### config.mk
export PLATFORM = sky130hd
export DESIGN_NAME = poly_tone_sequencer
export DESIGN_NICKNAME = d
export VERILOG_FILES = /design/src/rtl/poly_tone_pkg.sv /design/src/rtl/poly_tone_voice.sv /design/src/rtl/poly_tone_sequencer.sv
export SDC_FILE = /design/constraint.sdc
export NUM_CORES = 1
export LEC_CHECK = 0
export ABC_AREA = 0
export CAP_MARGIN = 20
export CORE_MARGIN = 3
export CORE_UTILIZATION = 45
export CTS_BUF_LIST = sky130_fd_sc_hd__clkbuf_16
export DETAILED_ROUTE_END_ITERATION = 8
export DONT_BUFFER_PORTS = 1
export GPL_TIMING_DRIVEN = 0
export PLACE_DENSITY = 0.62
export SLEW_MARGIN = 10
export SYNTH_ARGS = -nofsm -noshare
export SYNTH_HDL_FRONTEND = slang
export SYNTH_HIERARCHICAL = 1
export SYNTH_SLANG_ARGS = --single-unit
### constraint.sdc
create_clock -name clk -period 5.58 [get_ports clk]
set_input_delay 1.674 -clock clk [delete_from_list [all_inputs] [get_ports clk]]
set_output_delay 1.674 -clock clk [all_outputs]
set_load 0.1 [all_outputs]
### src/rtl/poly_tone_pkg.sv
// Shared definitions for the polyphonic tone sequencer: FSM states and
// step-word field placement helpers.
package poly_tone_pkg;

  typedef enum logic [1:0] {
    IDLE  = 2'd0,
    FETCH = 2'd1,
    LOAD  = 2'd2,
    PLAY  = 2'd3
  } state_e;

  // Step word: {end, length, period[CHANNELS-1], ..., period[0]}
  function automatic int step_width(input int channels, input int period_w, input int len_w);
    return channels * period_w + len_w + 1;
  endfunction

  function automatic int end_bit(input int channels, input int period_w, input int len_w);
    return step_width(channels, period_w, len_w) - 1;
  endfunction

  function automatic int len_msb(input int channels, input int period_w, input int len_w);
    return step_width(channels, period_w, len_w) - 2;
  endfunction

endpackage

### src/rtl/poly_tone_voice.sv
// One square-wave voice: period register, half-period down-counter and
// toggle flop. Exposes its next output so the top can register it gated.
module poly_tone_voice #(
  parameter int PERIOD_W = 8
) (
  input  logic                clk,
  input  logic                reset,
  input  logic                load,
  input  logic                run,
  input  logic [PERIOD_W-1:0] period,
  output logic                tone_d
);

  localparam logic [PERIOD_W-1:0] ONE = PERIOD_W'(1);

  logic [PERIOD_W-1:0] period_q, period_d;
  logic [PERIOD_W-1:0] cnt_q, cnt_d;
  logic                tone_q;

  // NOTE: every always_comb output gets a default first so no path leaves it unassigned (no latch).
  always_comb begin
    period_d = period_q;
    cnt_d    = cnt_q;
    tone_d   = tone_q;
    if (load) begin
      period_d = period;
      cnt_d    = (period == '0) ? '0 : period - ONE;
      tone_d   = 1'b0;
    end else if (run && (period_q != '0)) begin
      if (cnt_q == '0) begin
        tone_d = ~tone_q;
        cnt_d  = period_q - ONE;
      end else begin
        cnt_d = cnt_q - ONE;
      end
    end
  end

  // NOTE: sequential state uses non-blocking assignments so all flops update together at the edge.
  always_ff @(posedge clk) begin
    if (reset) begin
      period_q <= '0;
      cnt_q    <= '0;
      tone_q   <= 1'b0;
    end else begin
      period_q <= period_d;
      cnt_q    <= cnt_d;
      tone_q   <= tone_d;
    end
  end

endmodule

### src/rtl/poly_tone_sequencer.sv
// Multi-channel square-wave tune player: walks a step memory, drives one
// voice per channel for (L+1)*(tempo+1) cycles per step.
module poly_tone_sequencer
  import poly_tone_pkg::*;
#(
  parameter int CHANNELS = 2,
  parameter int PERIOD_W = 8,
  parameter int LEN_W    = 4,
  parameter int ADDR_W   = 8,
  parameter int TEMPO_W  = 12,
  localparam int STEP_W  = step_width(CHANNELS, PERIOD_W, LEN_W),
  localparam int MIX_W   = $clog2(CHANNELS + 1)
) (
  input  logic                clk,
  input  logic                reset,
  input  logic                start,
  input  logic                stop,
  input  logic                loop_en,
  input  logic [TEMPO_W-1:0]  tempo,
  output logic [ADDR_W-1:0]   rom_addr,
  input  logic [STEP_W-1:0]   rom_data,
  output logic [CHANNELS-1:0] speaker,
  output logic [MIX_W-1:0]    mix,
  output logic                busy,
  output logic                done
);

  localparam int END_BIT = end_bit(CHANNELS, PERIOD_W, LEN_W);
  localparam int LEN_MSB = len_msb(CHANNELS, PERIOD_W, LEN_W);

  state_e              state_q, state_d;
  logic [ADDR_W-1:0]   addr_q, addr_d;
  logic [TEMPO_W-1:0]  presc_q, presc_d;
  logic [LEN_W-1:0]    beats_q, beats_d;
  logic [CHANNELS-1:0] speaker_q, speaker_d, tone_d;
  logic [MIX_W-1:0]    mix_q, mix_d;
  logic                done_q, done_d;
  logic                voice_load, voice_run;

  always_comb begin
    state_d    = state_q;
    addr_d     = addr_q;
    presc_d    = presc_q;
    beats_d    = beats_q;
    done_d     = 1'b0;
    voice_load = 1'b0;
    voice_run  = 1'b0;
    if (stop) begin
      state_d = IDLE;
      addr_d  = '0;
    end else begin
      unique case (state_q)
        IDLE: begin
          addr_d = '0;
          if (start) state_d = FETCH;
        end
        FETCH: state_d = LOAD;
        LOAD: begin
          if (rom_data[END_BIT]) begin
            addr_d = '0;
            if (loop_en) begin
              state_d = FETCH;
            end else begin
              state_d = IDLE;
              done_d  = 1'b1;
            end
          end else begin
            voice_load = 1'b1;
            beats_d    = rom_data[LEN_MSB -: LEN_W];
            presc_d    = tempo;
            state_d    = PLAY;
          end
        end
        PLAY: begin
          voice_run = 1'b1;
          if (presc_q != '0) begin
            presc_d = presc_q - TEMPO_W'(1);
          end else if (beats_q != '0) begin
            // Beat boundary: tempo is re-sampled here so changes take effect next beat.
            beats_d = beats_q - LEN_W'(1);
            presc_d = tempo;
          end else begin
            addr_d  = addr_q + ADDR_W'(1);
            state_d = FETCH;
          end
        end
        default: state_d = IDLE;
      endcase
    end
  end

  for (genvar g = 0; g < CHANNELS; g++) begin : g_voice
    poly_tone_voice #(.PERIOD_W(PERIOD_W)) u_voice (
      .clk    (clk),
      .reset  (reset),
      .load   (voice_load),
      .run    (voice_run),
      .period (rom_data[g*PERIOD_W +: PERIOD_W]),
      .tone_d (tone_d[g])
    );
  end

  // Speaker and mix are registered from the same gated next value so they always agree.
  always_comb begin
    speaker_d = (state_d == PLAY) ? tone_d : '0;
    mix_d     = '0;
    for (int c = 0; c < CHANNELS; c++) begin
      mix_d = mix_d + MIX_W'(speaker_d[c]);
    end
  end

  always_ff @(posedge clk) begin
    if (reset) begin
      state_q   <= IDLE;
      addr_q    <= '0;
      presc_q   <= '0;
      beats_q   <= '0;
      speaker_q <= '0;
      mix_q     <= '0;
      done_q    <= 1'b0;
    end else begin
      state_q   <= state_d;
      addr_q    <= addr_d;
      presc_q   <= presc_d;
      beats_q   <= beats_d;
      speaker_q <= speaker_d;
      mix_q     <= mix_d;
      done_q    <= done_d;
    end
  end

  assign rom_addr = addr_q;
  assign speaker  = speaker_q;
  assign mix      = mix_q;
  assign busy     = (state_q != IDLE);
  assign done     = done_q;

endmodule
# After elaboration in Yosys (flattened, before gate mapping)
# Cells that the tools add are included.
[totals] register_bits=65 in_bits=38 output_inout_bits=14 wordCells=99
[op_classes] addsub=10 n_eq_ne=10 n_mux=40 bitwise=5 n_reduce_logical=21
[op_table] operator="$mux 8" count=11
[op_table] operator="$sub 8x1->8 const B" count=6
[op_table] operator="$mux 12" count=3
[op_table] operator="$logic_not 8->1" count=4
[op_table] operator="$pmux 12 s2" count=1
[op_table] operator="$pmux 8 s3" count=1
[op_table] operator="$reduce_bool 8->1" count=2
[op_table] operator="$mux 1" count=13
[op_table] operator="$mux 2" count=6
[op_table] operator="$mux 4" count=3
[op_table] operator="$reduce_bool 12->1" count=1
[op_table] operator="$sub 12x1->12 const B" count=1
[op_table] operator="$ne 2x2->1 const B" count=5
[op_table] operator="$add 8x1->8 const B" count=1
[op_table] operator="$pmux 2 s4" count=1
[op_table] operator="$pmux 4 s2" count=1
[op_table] operator="$reduce_and 4->1" count=2
[op_table] operator="$reduce_bool 2->1" count=4
[op_table] operator="$eq 2x2->1 const B" count=3
[op_table] operator="$not 1->1" count=5
[op_table] operator="$reduce_and 5->1" count=1
[op_table] operator="$reduce_bool 4->1" count=1
[op_table] operator="$reduce_or 4->1" count=1
[op_table] operator="$sub 4x1->4 const B" count=1
[op_table] operator="other kinds (7)" count=8

# Depth between registers and ports, before layout
[logic_depth] ltp_word=8 mapped_depth=10 mapped_depth_nobuf=9

# Hierarchy
# The synthesis kept the hierarchy.
[by_module_without_submodules] module="poly_tone_voice" instances=2 cells_per_inst=133 area_each_um2=1119.8 seq_area_each_um2=340.3
[by_module_without_submodules] module="poly_tone_sequencer" instances=1 cells_per_inst=213 area_each_um2=1836.8 seq_area_each_um2=620.6

# Least setup slack after synthesis
# OpenSTA, ideal clock, no wires.
[synth_path] path_kind="input-to-reg" from="in rom_data[20]" to="reg mix_q[0] (netlist: mix[0])" setup_time_ns=0.132 arrival_ns=3.329 t_required_ns=5.448 slack_ns=2.120 cell_stages=7 n_path_buf=2 cell_sequence="nor3_1 -> clkbuf_1 -> buf_1 -> nor2_1 -> and2_1 -> ha_1 -> nor2b_1"
[synth_via] elab_chain_len=6 elab_cells_between_ends=11 cone_classes="1 x add/sub; 1 x eq/ne; 9 x mux"
[synth_lines] element="start: declaration" line="poly_tone_sequencer.sv:21" text="input logic [STEP_W-1:0] rom_data,"
[synth_lines] element="$mux 1" line="poly_tone_sequencer.sv:59" text="if (rom_data[END_BIT]) begin"
[synth_lines] element="$mux 1" line="poly_tone_sequencer.sv:52" text="unique case (state_q)"
[synth_lines] element="$mux 1" line="poly_tone_sequencer.sv:48" text="if (stop) begin"
[synth_lines] element="$mux 1" line="poly_tone_voice.sv:25" text="if (load) begin"
[synth_lines] element="via tone_d[0]" line="poly_tone_sequencer.sv:35" text="logic [CHANNELS-1:0] speaker_q, speaker_d, tone_d;"
[synth_lines] element="$mux 2" line="poly_tone_sequencer.sv:105" text="speaker_d = (state_d == PLAY) ? tone_d : '0;"
[synth_lines] element="via speaker_d[0]" line="poly_tone_sequencer.sv:35"
[synth_lines] element="$add 1x1->2" line="poly_tone_sequencer.sv:108" text="mix_d = mix_d + MIX_W'(speaker_d[c]);"
[synth_lines] element="via mix_d[0]" line="poly_tone_sequencer.sv:36" text="logic [MIX_W-1:0] mix_q, mix_d;"
[synth_lines] element="end signal: assignment" line="poly_tone_sequencer.sv:127" text="mix_q <= mix_d;"
[synth_lines] element="end: declaration" line="poly_tone_sequencer.sv:36"
# The timed path passes the listed nets, and every way through them passes these cells.
# A chain may end at the register's enable or synchronous reset.

# Worst setup path in the final report
# Ends and elaborated chain as after synthesis.

==> results_tabular.tex <==
\begin{tabular}{lr}
\hline
Metric & Value \\
\hline
\multicolumn{2}{l}{\textbf{STA}} \\
\quad Min Hold Slack & between 0.4 and 0.5 ns \\
\quad Setup TNS Final & 0 ns \\
\quad Highest Clock Rate & 268 MHz \\
\quad Final hold violation count & 0 \\
\quad Crit path time final & between 3 and 4 ns \\
\quad Clock Skews & approximately 0.0062 ns \\
\quad Number of max-slew violations in the final report & 0 \\
\quad Share of the clock period used by the worst path & between 60\% and 70\% \\
\quad Max transition margin & around 29\% \\
\quad RSZ-0062 raised after global routing & false \\
\quad Slew at the pin closest to its max-slew limit & 1.07 ns \\
\quad Final Setup Violations & 0 \\
\multicolumn{2}{l}{\textbf{Routing}} \\
\quad Drt pass-1 iters & 4 \\
\quad Vias after detailed routing & 3647 \\
\quad Total Routed Length & approximately 10000 µm \\
\quad Initial detailed-routing violation count & $\sim$130 \\
\quad Routed wire length per instance & 16.8 µm \\
\quad DR DRC count & 0 \\
\quad Via count normalized by instance count & about 6.0 \\
\quad Remaining antenna violation count & 0 \\
\multicolumn{2}{l}{\textbf{Clock tree}} \\
\quad Post-cts sizing count & 0 \\
\quad Deepest clock path buffer count & 2 \\
\quad Post-CTS clock slew at the launch and capture registers of the worst setup and hold paths & about 0.05 ns \\
\quad CTS H-tree depth & 3 \\
\quad Clock sink count & 65 \\
\quad CTS tree & yes \\
\quad CTS Hold Bufs & 0 \\
\quad Root buf cell & clkbuf\_16 \\
\quad Insertion delay to the later sink of the worst-skew pair & around 0.32 ns \\
\quad Post-CTS Setup Inserts & 0 \\
\quad Number of buffers created by CTS & 9 \\
\multicolumn{2}{l}{\textbf{Placed design}} \\
\quad Port-buffer cells & 0 \\
\quad Hpwl dp & approximately 7500 µm \\
\quad Placer's final routability congestion estimate & roughly 0.91 \\
\multicolumn{2}{l}{\textbf{Logic synthesis}} \\
\quad Cell count after synthesis & $\sim$480 \\
\quad Leading post-synthesis cells by cell area & dfxtp\_1 (32\%), nor2\_1 (6.5\%), mux2i\_1 (5.6\%) \\
\quad Most used flip-flop cell after synthesis & dfxtp\_1 \\
\quad Number of synthesized register bits & 65 \\
\quad Most used standard cell by instance count after synthesis & nor2\_1 \\
\quad Cell area after technology mapping & a little over 0.004 mm² \\
\quad Largest area contributor in the synthesized netlist & dfxtp\_1 \\
\quad Portion of synthesized cell area occupied by the leading cell type & 31.9\% \\
\quad Count of warnings emitted by yosys & 6 \\
\quad Avg Synthesized Cell Area & 8.51 µm² \\
\quad Most numerous cell types in the synthesized netlist & nor2\_1 (71), dfxtp\_1 (65), a21oi\_1 (39) \\
\quad Number of nets in the synthesized netlist & between 500 and 600 \\
\quad Fraction of registers with async set/reset & 0\% \\
\quad Post-synthesis cell type count & between 60 and 70 \\
\quad Seq/Total Area, Yosys & approximately a third \\
\quad Number of flops mapped to enable cells by yosys & 0 \\
\multicolumn{2}{l}{\textbf{Critical path}} \\
\quad Endpoint type of the worst setup path & register \\
\quad Critical path's top delay family & buffers and inverters \\
\quad CP Max Fanout & 10 \\
\quad Worst flop-to-flop path startpoint & state\_q[0] \\
\quad Number of cells on the worst reg-to-reg path & 8 \\
\quad Crit-path slowest cell & buf\_1 \\
\quad Arrival time at the worst endpoint & 3.92 ns \\
\quad Ordered cell list for the critical path & nor3\_1, clkbuf\_1, buf\_1, nor2\_1, and2\_1, ha\_1, nor2b\_1 \\
\quad CP Buf/Inv Count & 2 \\
\quad Nature of the critical path startpoint & input pin \\
\quad Slowest stage delay, CP & between 0.5 and 0.6 ns \\
\quad Reg2Reg Capture Point & mix[0] \\
\quad Worst setup slack for register-to-register paths & 2.63 ns \\
\quad Stages on the worst setup path & 7 \\
\quad CP Class & in2reg \\
\quad Required time at the endpoint of the critical path & about 5.8 ns \\
\multicolumn{2}{l}{\textbf{Global routing}} \\
\quad Combined global-route utilization of all metal layers & between 20\% and 30\% \\
\quad Global route total overflow & 0 \\
\quad Antenna violations before repair & 0 \\
\quad Number of global-route vias before repair & about 3500 \\
\quad Maximum number of pins on one net before global-route repair & 12 \\
\quad Global-route wire length before repair & approximately 17000 µm \\
\multicolumn{2}{l}{\textbf{Floorplan}} \\
\quad Starting density of the core & a little under half \\
\quad Die footprint & roughly 0.010 mm² \\
\quad Area of the core region & slightly below 0.009 mm² \\
\quad Ports placed on the boundary & between 50 and 60 \\
\quad Vertical die dimension & just over 100 µm \\
\quad Die X & between 100 and 150 µm \\
\quad FP Rows & 34 \\
\multicolumn{2}{l}{\textbf{Worst hold path}} \\
\quad Number of instances on the worst hold path & 2 \\
\quad Hold Path Class & reg2reg \\
\quad End point of the most critical hold path & beats\_q[1] \\
\quad Hold path start & beats\_q[1] \\
\multicolumn{2}{l}{\textbf{Layout}} \\
\quad Fillers & 842 \\
\quad \# diodes & 0 \\
\quad Area growth syn-to-layout & 10.3\% \\
\quad Share of final-layout standard cells stronger than drive strength 1 & a little over a tenth \\
\quad Sequential cell area in the final layout & around 0.0013 mm² \\
\quad Total area of multi-input combinational cells & 0.00261 mm² \\
\quad Total number of nets in the final design & 539 \\
\multicolumn{2}{l}{\textbf{Flow run}} \\
\quad Max-Cap Viols & 0 \\
\multicolumn{2}{l}{\textbf{Power and ir drop}} \\
\quad VDD IR max & 0.174 mV \\
\quad Leakage Power & around 1.6 nW \\
\quad Power per cell area & approximately 240 mW/mm² \\
\multicolumn{2}{l}{\textbf{Run status}} \\
\quad Status & finished, final reports clean \\
\hline
\end{tabular}
-- where the power goes --
| group | internal [mW] | total (mW) | switching, mW |
|---|---|---|---|
| registers | 0.467 | 0.471 | 0.00432 |
| logic | 0.0269 | 0.0668 | 0.0400 |
| clock network | 0.341 | 0.543 | 0.203 |
-- sequential cells by signal, indices dropped and copies added, names as in the netlist --
signal and flops:
g_voice.u_voice/cnt_q 16, g_voice.u_voice/period_q 16, speaker 2, g_voice.u_voice/tone_q 2, beats_q 4, mix 2, done 1, state_q 2
presc_q 12, rom_addr 8
-- cells in the final DEF (no fill, tap or decap), types with 7 or more instances in the layout --
| master | n |
|---|---|
| and2_1 | 9 |
| nor2_1 | 71 |
| inv_1 | 21 |
| xnor2_1 | 18 |
| a21oi_1 | 39 |
| nor3_1 | 26 |
| o21ai_0 | 11 |
| mux2i_1 | 23 |
| a31oi_1 | 9 |
| clkbuf_1 | 9 |
| clkbuf_16 | 9 |
| nand3_1 | 9 |
| dfxtp_1 | 65 |
| nand2_1 | 17 |
| ha_1 | 11 |
| nor3b_1 | 9 |
| nor2b_1 | 7 |
-- worst min-delay path, cell delays in order (launching register included) --
cell      delay, ns
dfxtp_1        0.30
inv_1          0.07
a211oi_1       0.07
-- logic make-up (layout without fill, tap and decap cells) --
| group | count (synthesis) | in the layout | synth area share, % |
|---|---|---|---|
| buf+inv | 39 | 55 | 4.17 |
| mux | 23 | 23 | 5.65 |
| compound gates | 123 | 123 | 22.0 |
| simple gates | 200 | 200 | 29.0 |
| xor+xnor | 18 | 18 | 3.87 |
| flops | 65 | 65 | 31.9 |
| fa+ha+maj | 11 | 11 | 3.38 |
-- final cells by class --
class	count	area share, %
plain buffers	18	2.03
flip-flops and latches	65	28.9
clock inverters	7	1.36
well taps	108	3.00
inverters	21	1.75
clock buffers	9	5.01
multi-input cells	375	57.9
-- how the worst max path moves through the flow --
stage                            start      to  slack (ns)
after floorplan           rom_data[20]  mix[0]        2.12
after global placement    rom_data[20]  mix[0]        1.54
after detailed placement  rom_data[20]  mix[0]        1.50
after CTS                 rom_data[20]  mix[0]        1.85
after global routing      rom_data[20]  mix[0]        1.66
final                     rom_data[20]  mix[0]        1.84
-- per-stage QoR --
stage	setup WS (ns)	cell area, µm²	utilization [%]	instances	power (mW)
3_5_place_dp	1.50	4210	48.1	587	0.548
6_report	1.84	4500	51.3	603	1.08
3_3_place_gp	1.54	4210	48.1	587	0.547
5_1_grt	1.66	4500	51.3	603	1.13
2_1_floorplan	2.12	4080	-	479	0.534
4_1_cts	1.85	4500	51.3	603	1.10
-- per-layer routing --
| layer | GRT usage (%) | part of all wire [%] | vias up |
|---|---|---|---|
| met5 | 0 | 0 | - |
| met4 | 5.83 | 0.71 | 0 |
| met3 | 4.20 | 7.6 | 6 |
| met2 | 32.8 | 47 | 125 |
| met1 | 28.1 | 45 | 1711 |
| li1 | - | - | 1805 |
No activity file was read; power rests on OpenSTA's default activity.
